## src/rtl/ex_muldiv_ctrl_if.sv

```systemverilog
// EX-stage mul/div handshake bundle: control word in, HI/LO and stall out.
interface ex_muldiv_ctrl_if #(
    parameter int WIDTH = 32
);
    logic             start;
    logic [2:0]       op;
    logic [WIDTH-1:0] src_a;
    logic [WIDTH-1:0] src_b;
    logic             mf_req;
    logic             flush;
    logic             busy;
    logic             done;
    logic             stall_E;
    logic [WIDTH-1:0] hi;
    logic [WIDTH-1:0] lo;

    modport master (
        output start, op, src_a, src_b, mf_req, flush,
        input  busy, done, stall_E, hi, lo
    );

    modport slave (
        input  start, op, src_a, src_b, mf_req, flush,
        output busy, done, stall_E, hi, lo
    );
endinterface

```

## src/rtl/ex_muldiv_ctrl.sv

```systemverilog
// Iterative mul/div sequencer owning HI/LO.
// Shift-add multiply and restoring divide share one accumulator pair.
module ex_muldiv_ctrl #(
    parameter int WIDTH = 32
) (
    input logic               clk,
    input logic               reset,
    ex_muldiv_ctrl_if.slave   bus
);
    localparam int CW = $clog2(WIDTH);

    typedef enum logic {IDLE, RUN} state_t;

    state_t           state, state_n;
    logic [CW-1:0]    cnt;
    logic [WIDTH-1:0] acc_hi, acc_lo, mcand, a_raw;
    logic [WIDTH-1:0] hi_q, lo_q;
    logic             op_div, neg_q, neg_r, b_zero, done_q;

    logic             idle, accept, mt_hi, mt_lo, last;
    logic             sgn, a_neg, b_neg;
    logic [WIDTH-1:0] mag_a, mag_b;

    assign idle   = (state == IDLE);
    assign accept = idle & bus.start & ~bus.op[2] & ~bus.flush;
    assign mt_hi  = idle & bus.start & ~bus.flush & (bus.op == 3'b100);
    assign mt_lo  = idle & bus.start & ~bus.flush & (bus.op == 3'b101);
    assign last   = (state == RUN) & ~bus.flush & (cnt == CW'(WIDTH - 1));

    // Even op codes (MULT, DIV) are the signed variants.
    assign sgn   = ~bus.op[0];
    assign a_neg = sgn & bus.src_a[WIDTH-1];
    assign b_neg = sgn & bus.src_b[WIDTH-1];
    assign mag_a = a_neg ? -bus.src_a : bus.src_a;
    assign mag_b = b_neg ? -bus.src_b : bus.src_b;

    always_ff @(posedge clk) begin
        if (reset) state <= IDLE;
        else       state <= state_n;
    end

    always_comb begin
        state_n = state;
        unique case (state)
            IDLE: if (accept) state_n = RUN;
            RUN:  if (bus.flush || last) state_n = IDLE;
            default: state_n = IDLE;
        endcase
    end

    logic [WIDTH:0]     mul_sum, div_sh, div_diff;
    logic [WIDTH-1:0]   mul_hi_n, mul_lo_n, div_hi_n, div_lo_n;
    logic               div_ok;
    logic [2*WIDTH-1:0] prod, prod_f;
    logic [WIDTH-1:0]   res_hi, res_lo;

    always_comb begin
        mul_sum  = {1'b0, acc_hi} + (acc_lo[0] ? {1'b0, mcand} : '0);
        mul_hi_n = mul_sum[WIDTH:1];
        mul_lo_n = {mul_sum[0], acc_lo[WIDTH-1:1]};

        div_sh   = {acc_hi, acc_lo[WIDTH-1]};
        div_diff = div_sh - {1'b0, mcand};
        div_ok   = ~div_diff[WIDTH];
        div_hi_n = div_ok ? div_diff[WIDTH-1:0] : div_sh[WIDTH-1:0];
        div_lo_n = {acc_lo[WIDTH-2:0], div_ok};

        prod   = {mul_hi_n, mul_lo_n};
        prod_f = neg_q ? -prod : prod;

        // Sign fix-up folded into the final write.
        if (!op_div) begin
            res_hi = prod_f[2*WIDTH-1:WIDTH];
            res_lo = prod_f[WIDTH-1:0];
        end else if (b_zero) begin
            res_hi = a_raw;
            res_lo = '1;
        end else begin
            res_hi = neg_r ? -div_hi_n : div_hi_n;
            res_lo = neg_q ? -div_lo_n : div_lo_n;
        end
    end

    always_ff @(posedge clk) begin
        if (reset) begin
            cnt    <= '0;
            acc_hi <= '0;
            acc_lo <= '0;
            mcand  <= '0;
            a_raw  <= '0;
            op_div <= 1'b0;
            neg_q  <= 1'b0;
            neg_r  <= 1'b0;
            b_zero <= 1'b0;
            hi_q   <= '0;
            lo_q   <= '0;
            done_q <= 1'b0;
        end else begin
            done_q <= last;
            if (accept) begin
                cnt    <= '0;
                acc_hi <= '0;
                acc_lo <= bus.op[1] ? mag_a : mag_b;
                mcand  <= bus.op[1] ? mag_b : mag_a;
                a_raw  <= bus.src_a;
                op_div <= bus.op[1];
                neg_q  <= a_neg ^ b_neg;
                neg_r  <= bus.op[1] & a_neg;
                b_zero <= bus.op[1] & (bus.src_b == '0);
            end else if (state == RUN) begin
                if (bus.flush) begin
                    cnt <= '0;
                end else begin
                    acc_hi <= op_div ? div_hi_n : mul_hi_n;
                    acc_lo <= op_div ? div_lo_n : mul_lo_n;
                    if (cnt != CW'(WIDTH - 1)) cnt <= cnt + 1'b1;
                end
            end
            if (last) begin
                hi_q <= res_hi;
                lo_q <= res_lo;
            end else if (mt_hi) begin
                hi_q <= bus.src_a;
            end else if (mt_lo) begin
                lo_q <= bus.src_a;
            end
        end
    end

    assign bus.busy    = (state == RUN);
    assign bus.done    = done_q;
    assign bus.stall_E = bus.busy & (bus.start | bus.mf_req) & ~bus.flush;
    assign bus.hi      = hi_q;
    assign bus.lo      = lo_q;
endmodule

```

## src/flat_wrapper.sv

```systemverilog
// flat-port wrapper written by rule: the top's interface ports become plain ports
module ex_muldiv_ctrl_flat 
#(
    parameter int WIDTH = 32
)
  (clk, reset, bus_start, bus_op, bus_src_a, bus_src_b, bus_mf_req, bus_flush, bus_busy, bus_done, bus_stall_E, bus_hi, bus_lo);
  ex_muldiv_ctrl_if #(.WIDTH(WIDTH)) bus_i ();
  input logic clk;
  input logic reset;
  input wire logic [$bits(bus_i.start)-1:0] bus_start;
  input wire logic [$bits(bus_i.op)-1:0] bus_op;
  input wire logic [$bits(bus_i.src_a)-1:0] bus_src_a;
  input wire logic [$bits(bus_i.src_b)-1:0] bus_src_b;
  input wire logic [$bits(bus_i.mf_req)-1:0] bus_mf_req;
  input wire logic [$bits(bus_i.flush)-1:0] bus_flush;
  output wire logic [$bits(bus_i.busy)-1:0] bus_busy;
  output wire logic [$bits(bus_i.done)-1:0] bus_done;
  output wire logic [$bits(bus_i.stall_E)-1:0] bus_stall_E;
  output wire logic [$bits(bus_i.hi)-1:0] bus_hi;
  output wire logic [$bits(bus_i.lo)-1:0] bus_lo;
  assign bus_i.start = bus_start;
  assign bus_i.op = bus_op;
  assign bus_i.src_a = bus_src_a;
  assign bus_i.src_b = bus_src_b;
  assign bus_i.mf_req = bus_mf_req;
  assign bus_i.flush = bus_flush;
  assign bus_busy = bus_i.busy;
  assign bus_done = bus_i.done;
  assign bus_stall_E = bus_i.stall_E;
  assign bus_hi = bus_i.hi;
  assign bus_lo = bus_i.lo;
  ex_muldiv_ctrl #(.WIDTH(WIDTH)) u_core (.clk(clk), .reset(reset), .bus(bus_i));
endmodule
```

## config.mk

```make
export PLATFORM = sky130hd
export DESIGN_NAME = ex_muldiv_ctrl_flat
export DESIGN_NICKNAME = d
export VERILOG_FILES = /design/src/rtl/ex_muldiv_ctrl_if.sv /design/src/rtl/ex_muldiv_ctrl.sv /design/src/flat_wrapper.sv
export SDC_FILE = /design/constraint.sdc
export NUM_CORES = 1
export LEC_CHECK = 0
export CAP_MARGIN = 40
export CORE_MARGIN = 2
export CORE_UTILIZATION = 50
export DETAILED_ROUTE_END_ITERATION = 16
export GPL_TIMING_DRIVEN = 1
export PLACE_DENSITY_LB_ADDON = 0.05
export SYNTH_ARGS = -nofsm -noshare
export SYNTH_HDL_FRONTEND = slang
export SYNTH_SLANG_ARGS = --single-unit
export TNS_END_PERCENT = 50
```

## constraint.sdc

```tcl
create_clock -name clk -period 5.28 [get_ports clk]
set_clock_uncertainty 0.2 [all_clocks]
set_input_delay 0.528 -clock clk [delete_from_list [all_inputs] [get_ports clk]]
set_output_delay 0.528 -clock clk [all_outputs]
set_load 0.02 [all_outputs]
```

==> results.sh <==
export IMPL_critical_path_buf_inv_count=3
export IMPL_netlist_top_cells_count="375 x nand2_1, 263 x a21oi_1, 260 x nor2_1"
export IMPL_ys_seq_elements=203
export IMPL_ys_seq_area_frac=0.218
export IMPL_clk_latency_ps=570
export IMPL_core_um2=36700
export IMPL_powerDensity_nw_per_um2=251
export IMPL_antenna_found_initial=0
export IMPL_path_max_fanout=14
export IMPL_gp_congestion=1.04
export IMPL_grt_max_degree=72
export IMPL_wirelength_um=79700
export IMPL_dp_hpwl_um=61300
export IMPL_max_cap_violations=0
export IMPL_hold_violations=0
export IMPL_syn_num_nets=2782
export IMPL_ir_drop_v=0.000243
export IMPL_crit_family="simple AND/OR/NAND/NOR gates"
export IMPL_clk_pin_slew_ps=70
export IMPL_worst_pin_slew_ps=951
export IMPL_hold_class="input pin to flip-flop"
export IMPL_yosysTopAreaCell="dfxtp_1"
export IMPL_cts_tree="yes"
export IMPL_crit_arrival_ps=5410
export IMPL_synth_top_area_share=0.218
export IMPL_setup_violations=0
export IMPL_synth_edf_count=0
export IMPL_drt_pass1_iterations=6
export IMPL_htree_levels=1
export IMPL_via_count=20600
export IMPL_vias_per_cell=6.45
export IMPL_antenna_cells=0
export IMPL_finalPower_mw=5.43
export IMPL_fp_row_count=70
export IMPL_drive_gt1_frac=0.0869
export IMPL_yosysUniqueCellTypes=88
export IMPL_grt_pass1_vias=18900
export IMPL_critical_path_required_ps=5540
export IMPL_drc=0
export IMPL_synthArstFlopShare=0
export IMPL_cts_sinks=203
export IMPL_drt_first_iter_violations=2293
export IMPL_hold_slack_ps=199
export IMPL_die_h_um=197
export IMPL_synth_most_common_cell="nand2_1"
export IMPL_grt_pass1_wl_um=117000
export IMPL_cts_buffer_depth=3
export IMPL_clockRootBuffer="clkbuf_16"
export IMPL_synth_top_flop_cell="dfxtp_1"
export IMPL_numCtsBuffers=26
export IMPL_utilization=0.589
export IMPL_io_pins=139
export IMPL_min_period_over_period=0.976
export IMPL_slowest_stage="o21ai_1"
export IMPL_start_util=0.509
export IMPL_die_area_um2=38900
export IMPL_final_max_slew_viol_count=0
export IMPL_tns_ps=0
export IMPL_hold_buffers=0
export IMPL_syn_to_final_growth_pct=15.8
export IMPL_crit_chain="clkinv_1 > buf_4 > nor2_1 > ha_1 > a21o_1 > and4_1 > o21ai_1 > and4_1 > nor4b_1 > nand4b_1 > or3_1 > or3_1 > o41ai_1 > buf_4 > xor2_1 > a21oi_1 > o22a_1"
export IMPL_cpPeakStageDelay_ps=630
export IMPL_fmax_mhz=194
export IMPL_leakagePower_nw=8.24
export IMPL_crit_type="flip-flop to flip-flop"
export IMPL_ant_nets=0
export IMPL_outcome="finished clean"
export IMPL_yosysWarnings=0
export IMPL_start_kind="flip-flop"
export IMPL_fin_nets=2855
export IMPL_ys_top_cells_by_area="dfxtp_1 22%, nand2_1 7.5%, a21oi_1 7.0%"
export IMPL_wl_per_cell_um=24.9
export IMPL_placed_cells=3148
export IMPL_io_buffers=138
export IMPL_end_kind="flip-flop"
export IMPL_period_needed_ps=5150
export IMPL_die_x_um=197
export IMPL_syn_area_per_cell_um2=7.08
export IMPL_rsz0062_at_grt="yes"
export IMPL_synthCells=2637
export IMPL_grt_overflow_total=0
export IMPL_instances_no_fill=3195
export IMPL_netlist_area_um2=18700
export IMPL_slew_headroom=0.359
export IMPL_grt_usage=0.398
[stage by stage]
stage                     worst slack [ps]  instance area, µm²
final                                  129               21600
after global routing                  -116               21600
after CTS                              165               21600
after detailed placement               233               20700
after floorplan                       9.31               18700
after global placement                 319               20700
[final timing paths]
path                    startpoint           endpoint  slack (ps)  cells after the start
hold / removal               reset  u_core.bus.lo[15]         200                      2
setup / recovery  u_core.acc_lo[0]  u_core.bus.hi[30]         130                     17
hold reg to reg   u_core.mcand[20]   u_core.mcand[20]         250                      2
setup reg to reg  u_core.acc_lo[0]  u_core.bus.hi[30]         130                     17
[worst reg2reg max path, delay by kind of cell (launching register included)]
| kind | cells | cell delay (ps) |
|---|---|---|
| simple gates | 7 | 1860 |
| compound gates | 5 | 1510 |
| buf+inv | 3 | 540 |
| flops | 1 | 470 |
| fa+ha+maj | 1 | 290 |
| xor+xnor | 1 | 150 |
[cell type report]
type / count / area, µm²
multi-input cells: 2156 / 13600
clock buffers: 35 / 724
clock inverters: 10 / 129
repair buffers: 252 / 2250
flip-flops and latches: 203 / 4070
fillers: 3544 / 15100
well taps: 468 / 586
inverters: 71 / 267
[cells in the final DEF, fill, tap and decap left out, types with 26 or more instances in the layout]
cell,netlist,routed
a211oi_1,65,65
or3_1,30,30
nor3_1,60,58
inv_1,67,67
mux2i_1,95,93
o31ai_1,30,28
o221ai_1,38,38
xnor2_1,138,138
a21oi_1,263,262
nor2_1,260,259
clkbuf_16,0,26
xor2_1,82,82
nand3_1,31,31
ha_1,71,69
nand2_1,375,374
o21ai_0,172,172
buf_4,0,111
dfxtp_1,203,201
clkdlybuf4s50_1,0,136
o211ai_1,64,64
[metal layers]
metal | vias to the layer above | part of all wire | GRT usage
met1 | 9747 | 0.39 | 0.484
met5 | - | 0 | 0
met3 | 244 | 0.083 | 0.0760
met2 | 1008 | 0.46 | 0.647
met4 | 0 | 0.074 | 0.251
li1 | 9602 | - | -
[flip-flops by register name, summed over array words and instances (netlist names)]
signal,flops
u_core.bus.busy,1
u_core.bus.done,1
u_core.cnt,5
u_core.b_zero,1
u_core.neg_q,1
u_core.mcand,32
u_core.bus.lo,32
u_core.bus.hi,32
u_core.a_raw,32
u_core.acc_hi,32
u_core.acc_lo,32
u_core.neg_r,1
u_core.op_div,1
[kinds of logic after synthesis]
group / after synthesis / synth area share
AOI/OAI and AO/OA: 816 / 0.279
muxes: 119 / 0.0654
and+or+nand+nor: 928 / 0.227
buffers and inverters: 278 / 0.0580
DFF: 203 / 0.218
adders and majority gates: 73 / 0.0497
xor gates and xnor gates: 220 / 0.103
[power breakdown]
part	internal [mW]	switching [mW]
Clock	1.06	0.775
Combinational	0.687	1.27
Sequential	1.58	0.0599
[repair_timing]
item	4_1_cts	5_1_grt
setup buffers	0	1
gates resized for setup	0	9
setup endpoints to repair	0	7
hold endpoints to repair	0	0
Note: power is estimated with default switching activity, not from simulation.
